## config.mk

```make
export PLATFORM = sky130hd
export DESIGN_NAME = hex_entry
export DESIGN_NICKNAME = d
export VERILOG_FILES = /design/src/rtl/hex_entry.sv
export SDC_FILE = /design/constraint.sdc
export NUM_CORES = 1
export LEC_CHECK = 0
export CAP_MARGIN = 25
export CORE_MARGIN = 2
export CORE_UTILIZATION = 33
export DETAILED_ROUTE_END_ITERATION = 8
export PLACE_DENSITY_LB_ADDON = 0.12
export SYNTH_ARGS = -nofsm -noshare
export SYNTH_HDL_FRONTEND = slang
export SYNTH_HIERARCHICAL = 1
export SYNTH_SLANG_ARGS = --single-unit
export TNS_END_PERCENT = 5
```

## constraint.sdc

```tcl
create_clock -name clk -period 4.21 [get_ports clk]
set_input_delay 0.421 -clock clk [delete_from_list [all_inputs] [get_ports clk]]
set_output_delay 0.421 -clock clk [all_outputs]
set_load 0.03 [all_outputs]
```

## src/rtl/hex_entry.sv

```systemverilog
// Four-digit hex entry controller: debounced five-button editor for a 16-bit value,
// driving the seven-segment display's numbers/blink/enable inputs.

// Per-button 2-flop synchroniser, counting debouncer and press-edge detector.
module hex_entry_btn #(
    parameter int DEBOUNCE_CYCLES = 250000,
    parameter int CNT_W           = 18
) (
    input  logic clk,
    input  logic rst,
    input  logic raw,
    output logic press
);

    localparam logic [CNT_W-1:0] CNT_MAX = CNT_W'(DEBOUNCE_CYCLES - 1);

    logic             sync_p0;
    logic             sync_p1;
    logic             stable;
    logic             stable_d;
    logic [CNT_W-1:0] cnt;

    always_ff @(posedge clk) begin
        if (rst) begin
            sync_p0  <= 1'b0;
            sync_p1  <= 1'b0;
            stable   <= 1'b0;
            stable_d <= 1'b0;
            cnt      <= '0;
        end else begin
            // stage boundary: two-flop synchroniser, then debounce on the synced level
            sync_p0  <= raw;
            sync_p1  <= sync_p0;
            stable_d <= stable;
            if (sync_p1 == stable) begin
                cnt <= '0;
            end else if (cnt == CNT_MAX) begin
                stable <= sync_p1;
                cnt    <= '0;
            end else begin
                cnt <= cnt + 1'b1;
            end
        end
    end

    assign press = stable & ~stable_d;

endmodule

module hex_entry #(
    parameter int DEBOUNCE_CYCLES = 250000,
    parameter int CNT_W           = 18
) (
    input  logic        clk,
    input  logic        rst,
    input  logic        btn_left,
    input  logic        btn_right,
    input  logic        btn_up,
    input  logic        btn_down,
    input  logic        btn_ok,
    input  logic        active,
    input  logic        load,
    input  logic [15:0] load_value,
    output logic [15:0] numbers,
    output logic [3:0]  blink,
    output logic        display_en,
    output logic [15:0] value,
    output logic        value_valid,
    output logic        editing
);

    localparam int B_LEFT  = 0;
    localparam int B_RIGHT = 1;
    localparam int B_UP    = 2;
    localparam int B_DOWN  = 3;
    localparam int B_OK    = 4;

    typedef enum logic [1:0] {
        S_IDLE,
        S_EDIT,
        S_COMMIT
    } state_t;

    logic [4:0] raw;
    logic [4:0] press;

    assign raw = {btn_ok, btn_down, btn_up, btn_right, btn_left};

    for (genvar i = 0; i < 5; i++) begin : g_btn
        hex_entry_btn #(
            .DEBOUNCE_CYCLES(DEBOUNCE_CYCLES),
            .CNT_W          (CNT_W)
        ) u_btn (
            .clk  (clk),
            .rst  (rst),
            .raw  (raw[i]),
            .press(press[i])
        );
    end

    state_t      state;
    state_t      state_nxt;
    logic [15:0] working;
    logic [15:0] working_nxt;
    logic [15:0] value_nxt;
    logic [1:0]  cursor;
    logic [1:0]  cursor_nxt;
    logic        display_en_nxt;
    logic [3:0]  digit;

    assign digit = working[{cursor, 2'b00} +: 4];

    always_ff @(posedge clk) begin
        if (rst) begin
            state      <= S_IDLE;
            value      <= '0;
            working    <= '0;
            cursor     <= '0;
            display_en <= 1'b0;
        end else begin
            state      <= state_nxt;
            value      <= value_nxt;
            working    <= working_nxt;
            cursor     <= cursor_nxt;
            display_en <= display_en_nxt;
        end
    end

    // Only the highest-priority event is acted on: ok > up > down > left > right.
    always_comb begin
        state_nxt      = state;
        value_nxt      = value;
        working_nxt    = working;
        cursor_nxt     = cursor;
        display_en_nxt = display_en;
        numbers        = value;
        blink          = 4'b0000;
        editing        = 1'b0;
        value_valid    = 1'b0;

        case (state)
            S_IDLE: begin
                if (press[B_OK] && active) begin
                    state_nxt   = S_EDIT;
                    working_nxt = value;
                    cursor_nxt  = 2'd0;
                end
                if (load) begin
                    value_nxt      = load_value;
                    display_en_nxt = 1'b1;
                end
            end
            S_EDIT: begin
                numbers = working;
                blink   = 4'b0001 << cursor;
                editing = 1'b1;
                if (!active) begin
                    state_nxt = S_IDLE;
                end else if (press[B_OK]) begin
                    state_nxt = S_COMMIT;
                end else if (press[B_UP]) begin
                    working_nxt[{cursor, 2'b00} +: 4] = digit + 4'd1;
                end else if (press[B_DOWN]) begin
                    working_nxt[{cursor, 2'b00} +: 4] = digit - 4'd1;
                end else if (press[B_LEFT]) begin
                    cursor_nxt = cursor + 2'd1;
                end else if (press[B_RIGHT]) begin
                    cursor_nxt = cursor - 2'd1;
                end
            end
            S_COMMIT: begin
                numbers        = working;
                value_valid    = 1'b1;
                value_nxt      = working;
                display_en_nxt = 1'b1;
                state_nxt      = S_IDLE;
            end
            default: begin
                state_nxt = S_IDLE;
            end
        endcase
    end

endmodule

```

* Word level (Yosys, flattened, before mapping)
Cells that the tools add are included.
** Word-level totals
- Bits in registers :: 147
- Input port bits :: 25
- Output and inout port bits :: 39
- Logic and storage cells :: 128
** Cells by class
- Add/subtract/negate cells :: 10
- Equality and inequality tests :: 21
- Shift-type cells :: 5
- Mux-type cells :: 28
- Bitwise operators :: 15
- Reduce and logical (&&, ||, !) cells :: 19
** Operator list (number)
- 16-bit 2-to-1 mux :: 7
- 18-bit by 1-bit adder with 18-bit output (second input constant) :: 5
- 18-bit equality test (second input constant) :: 5
- 16-bit one-hot mux with 2 select lines :: 2
- 16-bit bitwise mux :: 2
- 4-bit by 6-bit indexed part select with 16-bit output :: 2
- 2-bit 2-to-1 mux :: 10
- 4-bit by 6-bit variable shift with 16-bit output (first input constant) :: 1
- 16-bit by 5-bit indexed part select with 4-bit output :: 1
- 3-bit OR reduction :: 5
- 2-bit AND reduction :: 7
- 2-bit inequality test (second input constant) :: 6
- 1-bit inverter :: 10
- 2-bit one-hot mux with 2 select lines :: 2
- 7-bit AND reduction :: 1
- 3-bit by 1-bit inequality test with 1-bit output (second input constant) :: 2
- 4-bit negator with 6-bit output :: 1
- 1-bit bitwise AND :: 5
- 1-bit equality test :: 5
- 5-bit AND reduction :: 1
- 4-bit by 1-bit adder with 4-bit output (second input constant) :: 1
- 4-bit 2-to-1 mux :: 1
- 2-bit nonzero test :: 2
- 1-bit by 2-bit left shift with 4-bit output (first input constant) :: 1
- 11 further kinds :: 13

* Longest topological paths before layout
- Word-level depth :: 9
- Gate-level depth with buffers :: 9

* By module
Netlist, hierarchy kept.
** Modules (own cells, without submodules)
- hex_entry_btn (g_btn[0].u_btn ...) :: instances 4, cells an instance 104, area each 969.7 um^2, sequential area each 440.4 um^2
- hex_entry :: instances 1, cells an instance 249, area each 2323.5 um^2, sequential area each 740.7 um^2
- hex_entry_btn (g_btn[4].u_btn) :: instances 1, cells an instance 107, area each 985.9 um^2, sequential area each 440.4 um^2

* Worst setup path after synthesis
Ideal clock, no wire load.
- Path kind :: register to register
- From :: reg state[1]
- To :: reg cursor[1]
- Setup time :: 0.071 ns
- Arrival :: 2.296 ns
- Setup slack :: 1.843 ns
- Cell stages (with the launch flop) :: 8
- Buffers on the path :: 0
- Clock period less this slack :: 2.367 ns
- Path through :: dfxtp_1 > inv_1 > ha_1 > or3b_2 > nor4_1 > o21ai_0 > or4_1 > a21oi_1
** On the way
- Cells in the longest elaborated chain, start to end :: 3
** Ends and longest elaborated chain
- start, declared :: RTL line 101 : state_t state;
- start signal, assigned :: RTL line 121 : state <= state_nxt;
- 2-bit by 1-bit equality test with 1-bit output / 2-bit zero test (equally long branches) :: RTL line 141 : case (state)
- 3-bit by 1-bit inequality test with 1-bit output (no source line), or another cell as far along
- 7-bit AND reduction (no source line)
- end signal, assigned :: RTL line 124 : cursor <= cursor_nxt;
- end, declared :: RTL line 106 : logic [1:0] cursor;
Several ways; a longest one is shown, not always the timed one.
A chain may end at the register's enable or synchronous reset.

* Final worst setup path
- From :: reg state[0]
- To :: out numbers[15]
** On the way
- Cells in the longest elaborated chain, start to end :: 3
** Ends and longest elaborated chain
- 2-bit by 1-bit equality test with 1-bit output / 2-bit equality test (equally long branches) :: RTL line 141
- 2-bit OR reduction (no source line) *
- 16-bit 2-to-1 mux * :: RTL line 141
- end, declared :: RTL line 64 : output logic [15:0] numbers,
Every way passes the cells marked *; elsewhere a longest branch is shown, timed or not.

==> flow_summary.rst <==
.. list-table::
   :header-rows: 1

   * - Metric
     - Value
   * - Setup tns final
     - 0 ps
   * - Root buffer selected by CTS
     - sky130_fd_sc_hd__clkbuf_16
   * - Multi-input gate area in the final layout
     - 3990 um2
   * - Hold_buf cts
     - 0
   * - Number of filler instances in the final layout
     - 2118
   * - Data arrival time of the critical path
     - 2640 ps
   * - Worst path required time
     - 3790 ps
   * - Placed instance area
     - about 8000 um2
   * - Clock latency on the worst-skew pair
     - 420 ps
   * - Outcome
     - finished clean
   * - Synthesized cell area
     - 7190 um2
   * - Final hold vios
     - 0
   * - Vias per Instance
     - between 5 and 6
   * - Bufs and invs on worst path
     - 2
   * - Number of global-route vias before repair
     - roughly 5.4k
   * - Placed Instances
     - 1087
   * - Worst Path Max Fanout
     - 16
   * - Number of warnings reported in the yosys synthesis log
     - 6
   * - Setup Skew
     - 9.25 ps
   * - Maximum number of pins on one net before global-route repair
     - 35
   * - Placer's final routability congestion estimate
     - 0.817
   * - DRC viols
     - 0
   * - Cell type contributing the most total cell area after synthesis
     - sky130_fd_sc_hd__dfxtp_1
   * - Final Worst Setup Slack
     - 1150 ps
   * - Post-synth ARST share
     - 0%
   * - Global route total overflow
     - 0
   * - Number of synthesized flops with an enable pin
     - 0
   * - Syn nets
     - 814
   * - Area contributors post-synth
     - sky130_fd_sc_hd__dfxtp_1, sky130_fd_sc_hd__xnor2_1, sky130_fd_sc_hd__nor2_1, sky130_fd_sc_hd__mux2i_1, sky130_fd_sc_hd__mux2_2
   * - Clk slew on worst S/H paths
     - 60 ps
   * - Maximum capacitance violations
     - 0
   * - Number of nets in the final layout
     - slightly below 900
   * - Number of H-tree branching levels
     - 4
   * - Cell with the most instances after synthesis
     - sky130_fd_sc_hd__dfxtp_1
   * - Layout overhead on the synthesized area
     - 20.3%
   * - Power density over cell area
     - roughly 370 nW/um2
   * - Number of DRC markers after the initial detailed-route iteration
     - around 240
   * - Die area
     - about 23000 um2
   * - Antenna violations before repair
     - 0
   * - Number of max-slew violations in the final report
     - 0
   * - Critical Path Source Type
     - flip-flop
   * - Worst min-delay path class
     - reg -> reg
   * - Post-Syn Instances
     - 772
   * - Clock buffer count from CTS
     - 17
   * - Core Box Area
     - around 21000 um2
   * - Fraction of the yosys area taken by sequential cells
     - 40.9%
   * - Post-layout util
     - 40.7%
   * - Biggest cell delay along the critical path
     - 770 ps
   * - Ant. Diodes
     - 0
   * - Clock period minus final worst setup slack
     - 3060 ps
   * - Pre-CTS setup slack
     - 1510 ps
   * - Layout cell share with drive strength beyond 1
     - 10.2%
   * - Leakage
     - around 2.8 nW
   * - Top-area cell type share of the netlist area
     - about two fifths
   * - Register cell area after layout
     - just under 3000 um2
   * - RSZ-0062 raised after global routing
     - no
   * - Port Buffer Count
     - 63
   * - # setup viols final
     - 0
   * - Worst vdd rail ir drop
     - 0.000207 V
   * - Initial cell density of the core
     - 33.9%
   * - Mean cell area of the mapped netlist
     - around 9.3 um2
   * - Placement Rows
     - 53
   * - Buffer depth of the longest clock path
     - 2
   * - Transition time at the pin with the least slew margin
     - 743 ps
   * - Tcrit/Tclk final
     - 72.7%
   * - Post-synthesis register bit count
     - roughly 150
   * - Total non-filler cell area in the finished layout
     - 8650 um2
   * - Count of buffers added by post-CTS timing repair for setup
     - 0
   * - Total power
     - 3.17 mW
   * - Detailed Routing Iterations Pass 1
     - 4
   * - Most frequent cells after synthesis
     - sky130_fd_sc_hd__dfxtp_1, sky130_fd_sc_hd__nor2_1, sky130_fd_sc_hd__xnor2_1
   * - Critical path, cell by cell
     - inv_1 -> ha_1 -> mux2_2 -> clkdlybuf4s50_1
   * - Top-level I/O count
     - 64
   * - TritonCTS clock tree
     - done
   * - Tightest hold margin
     - 434 ps
   * - Average wire per standard cell
     - 14.5 um
   * - Gate family responsible for the most delay along the worst path
     - adder cells
   * - Critical setup path kind
     - reg -> out
   * - Type of destination of the critical path
     - primary output
   * - Wirelength, routed
     - 16300 um
   * - Number of gates resized after cts
     - 0
   * - Total vias in the final route
     - 5638
   * - Vertical die dimension
     - between 150 and 200 um
   * - Main synth FF type
     - sky130_fd_sc_hd__dfxtp_1
   * - Antenna viol nets, final
     - 0
   * - Distinct cell type count after synthesis
     - 56
   * - Die span in x
     - 152 um
   * - Maximum achievable frequency
     - 327 MHz
   * - Total half-perimeter wirelength after legalization and detailed placement
     - 11500 um
   * - CP max stage cell
     - sky130_fd_sc_hd__ha_1
   * - Tot GR Track Use
     - 14.8%
   * - Count of clock tree sinks
     - between 100 and 150
   * - Count of placed standard cells in the final layout, fillers left out
     - 1119
   * - Global-route wire length before repair
     - 27000 um
   * - Slew headroom
     - 50.5%
==> placed cells by master (no fill, tap or decap), types with 8 or more instances in the layout <==
cell / synthesis / layout
sky130_fd_sc_hd__nor2_1: 142 / 142
sky130_fd_sc_hd__xor2_1: 8 / 8
sky130_fd_sc_hd__nand2_1: 14 / 14
sky130_fd_sc_hd__nor4b_1: 8 / 8
sky130_fd_sc_hd__nor4_1: 30 / 30
sky130_fd_sc_hd__a21oi_1: 14 / 14
sky130_fd_sc_hd__xnor2_1: 75 / 75
sky130_fd_sc_hd__nand4_1: 22 / 22
sky130_fd_sc_hd__inv_1: 34 / 34
sky130_fd_sc_hd__clkdlybuf4s50_1: 0 / 62
sky130_fd_sc_hd__nor2b_1: 27 / 27
sky130_fd_sc_hd__mux2i_1: 26 / 26
sky130_fd_sc_hd__ha_1: 17 / 17
sky130_fd_sc_hd__mux2_2: 21 / 21
sky130_fd_sc_hd__nor3_1: 27 / 27
sky130_fd_sc_hd__a211oi_1: 16 / 16
sky130_fd_sc_hd__clkbuf_16: 0 / 17
sky130_fd_sc_hd__o2bb2ai_1: 9 / 9
sky130_fd_sc_hd__nand3_1: 30 / 30
sky130_fd_sc_hd__dfxtp_1: 147 / 147
sky130_fd_sc_hd__o21ai_0: 9 / 9
==> per-layer routing <==
metal | up-vias | global-route usage, % | wire length, um
met5 | - | 0 | 0
met1 | 2642 | 19.5 | 7820
li1 | 2855 | - | -
met3 | 25 | 3.23 | 725
met4 | 0 | 5.51 | 286
met2 | 116 | 23.9 | 7450
==> logic make-up (layout without fill, tap and decap cells) <==
logic type | Yosys count | in the layout | synth area share, %
simple gates | 346 | 346 | 26.2
flops | 147 | 147 | 40.9
compound gates | 69 | 69 | 7.89
mux | 51 | 51 | 8.27
fa+ha+maj | 17 | 17 | 2.96
buf+inv | 59 | 131 | 3.62
xor+xnor | 83 | 83 | 10.1
==> layout make-up <==
cell class              count  share of cell area [%]
clock buffers              18                    4.96
clock inverters            14                    2.05
inverters                  34                    1.48
multi-input cells         566                    46.1
flip-flops and latches    147                    34.0
well taps                 275                    3.98
repair buffers             65                    7.41
==> state kept, by name, indices dropped and copies added (netlist names) <==
signal / count
cursor: 2
display_en: 1
g_btn.u_btn/cnt: 90
g_btn.u_btn/stable: 5
g_btn.u_btn/stable_d: 5
g_btn.u_btn/sync_p0: 5
g_btn.u_btn/sync_p1: 5
state: 2
value: 16
working: 16
==> power breakdown <==
part           internal, mW  switching [mW]  total [mW]
clock network         0.940           0.619        1.56
logic                0.0845          0.0949       0.179
registers              1.41          0.0180        1.43
==> final timing paths <==
check / from / endpoint / slack, ps / cells after the start
min: g_btn[3].u_btn/sync_p0 / g_btn[3].u_btn/sync_p1 / 430 / 1
max: state[0] / numbers[15] / 1150 / 4
min reg2reg: g_btn[3].u_btn/sync_p0 / g_btn[3].u_btn/sync_p1 / 430 / 1
max reg2reg: state[1] / working[7] / 1450 / 7
Power figures use the tool's default switching activity.
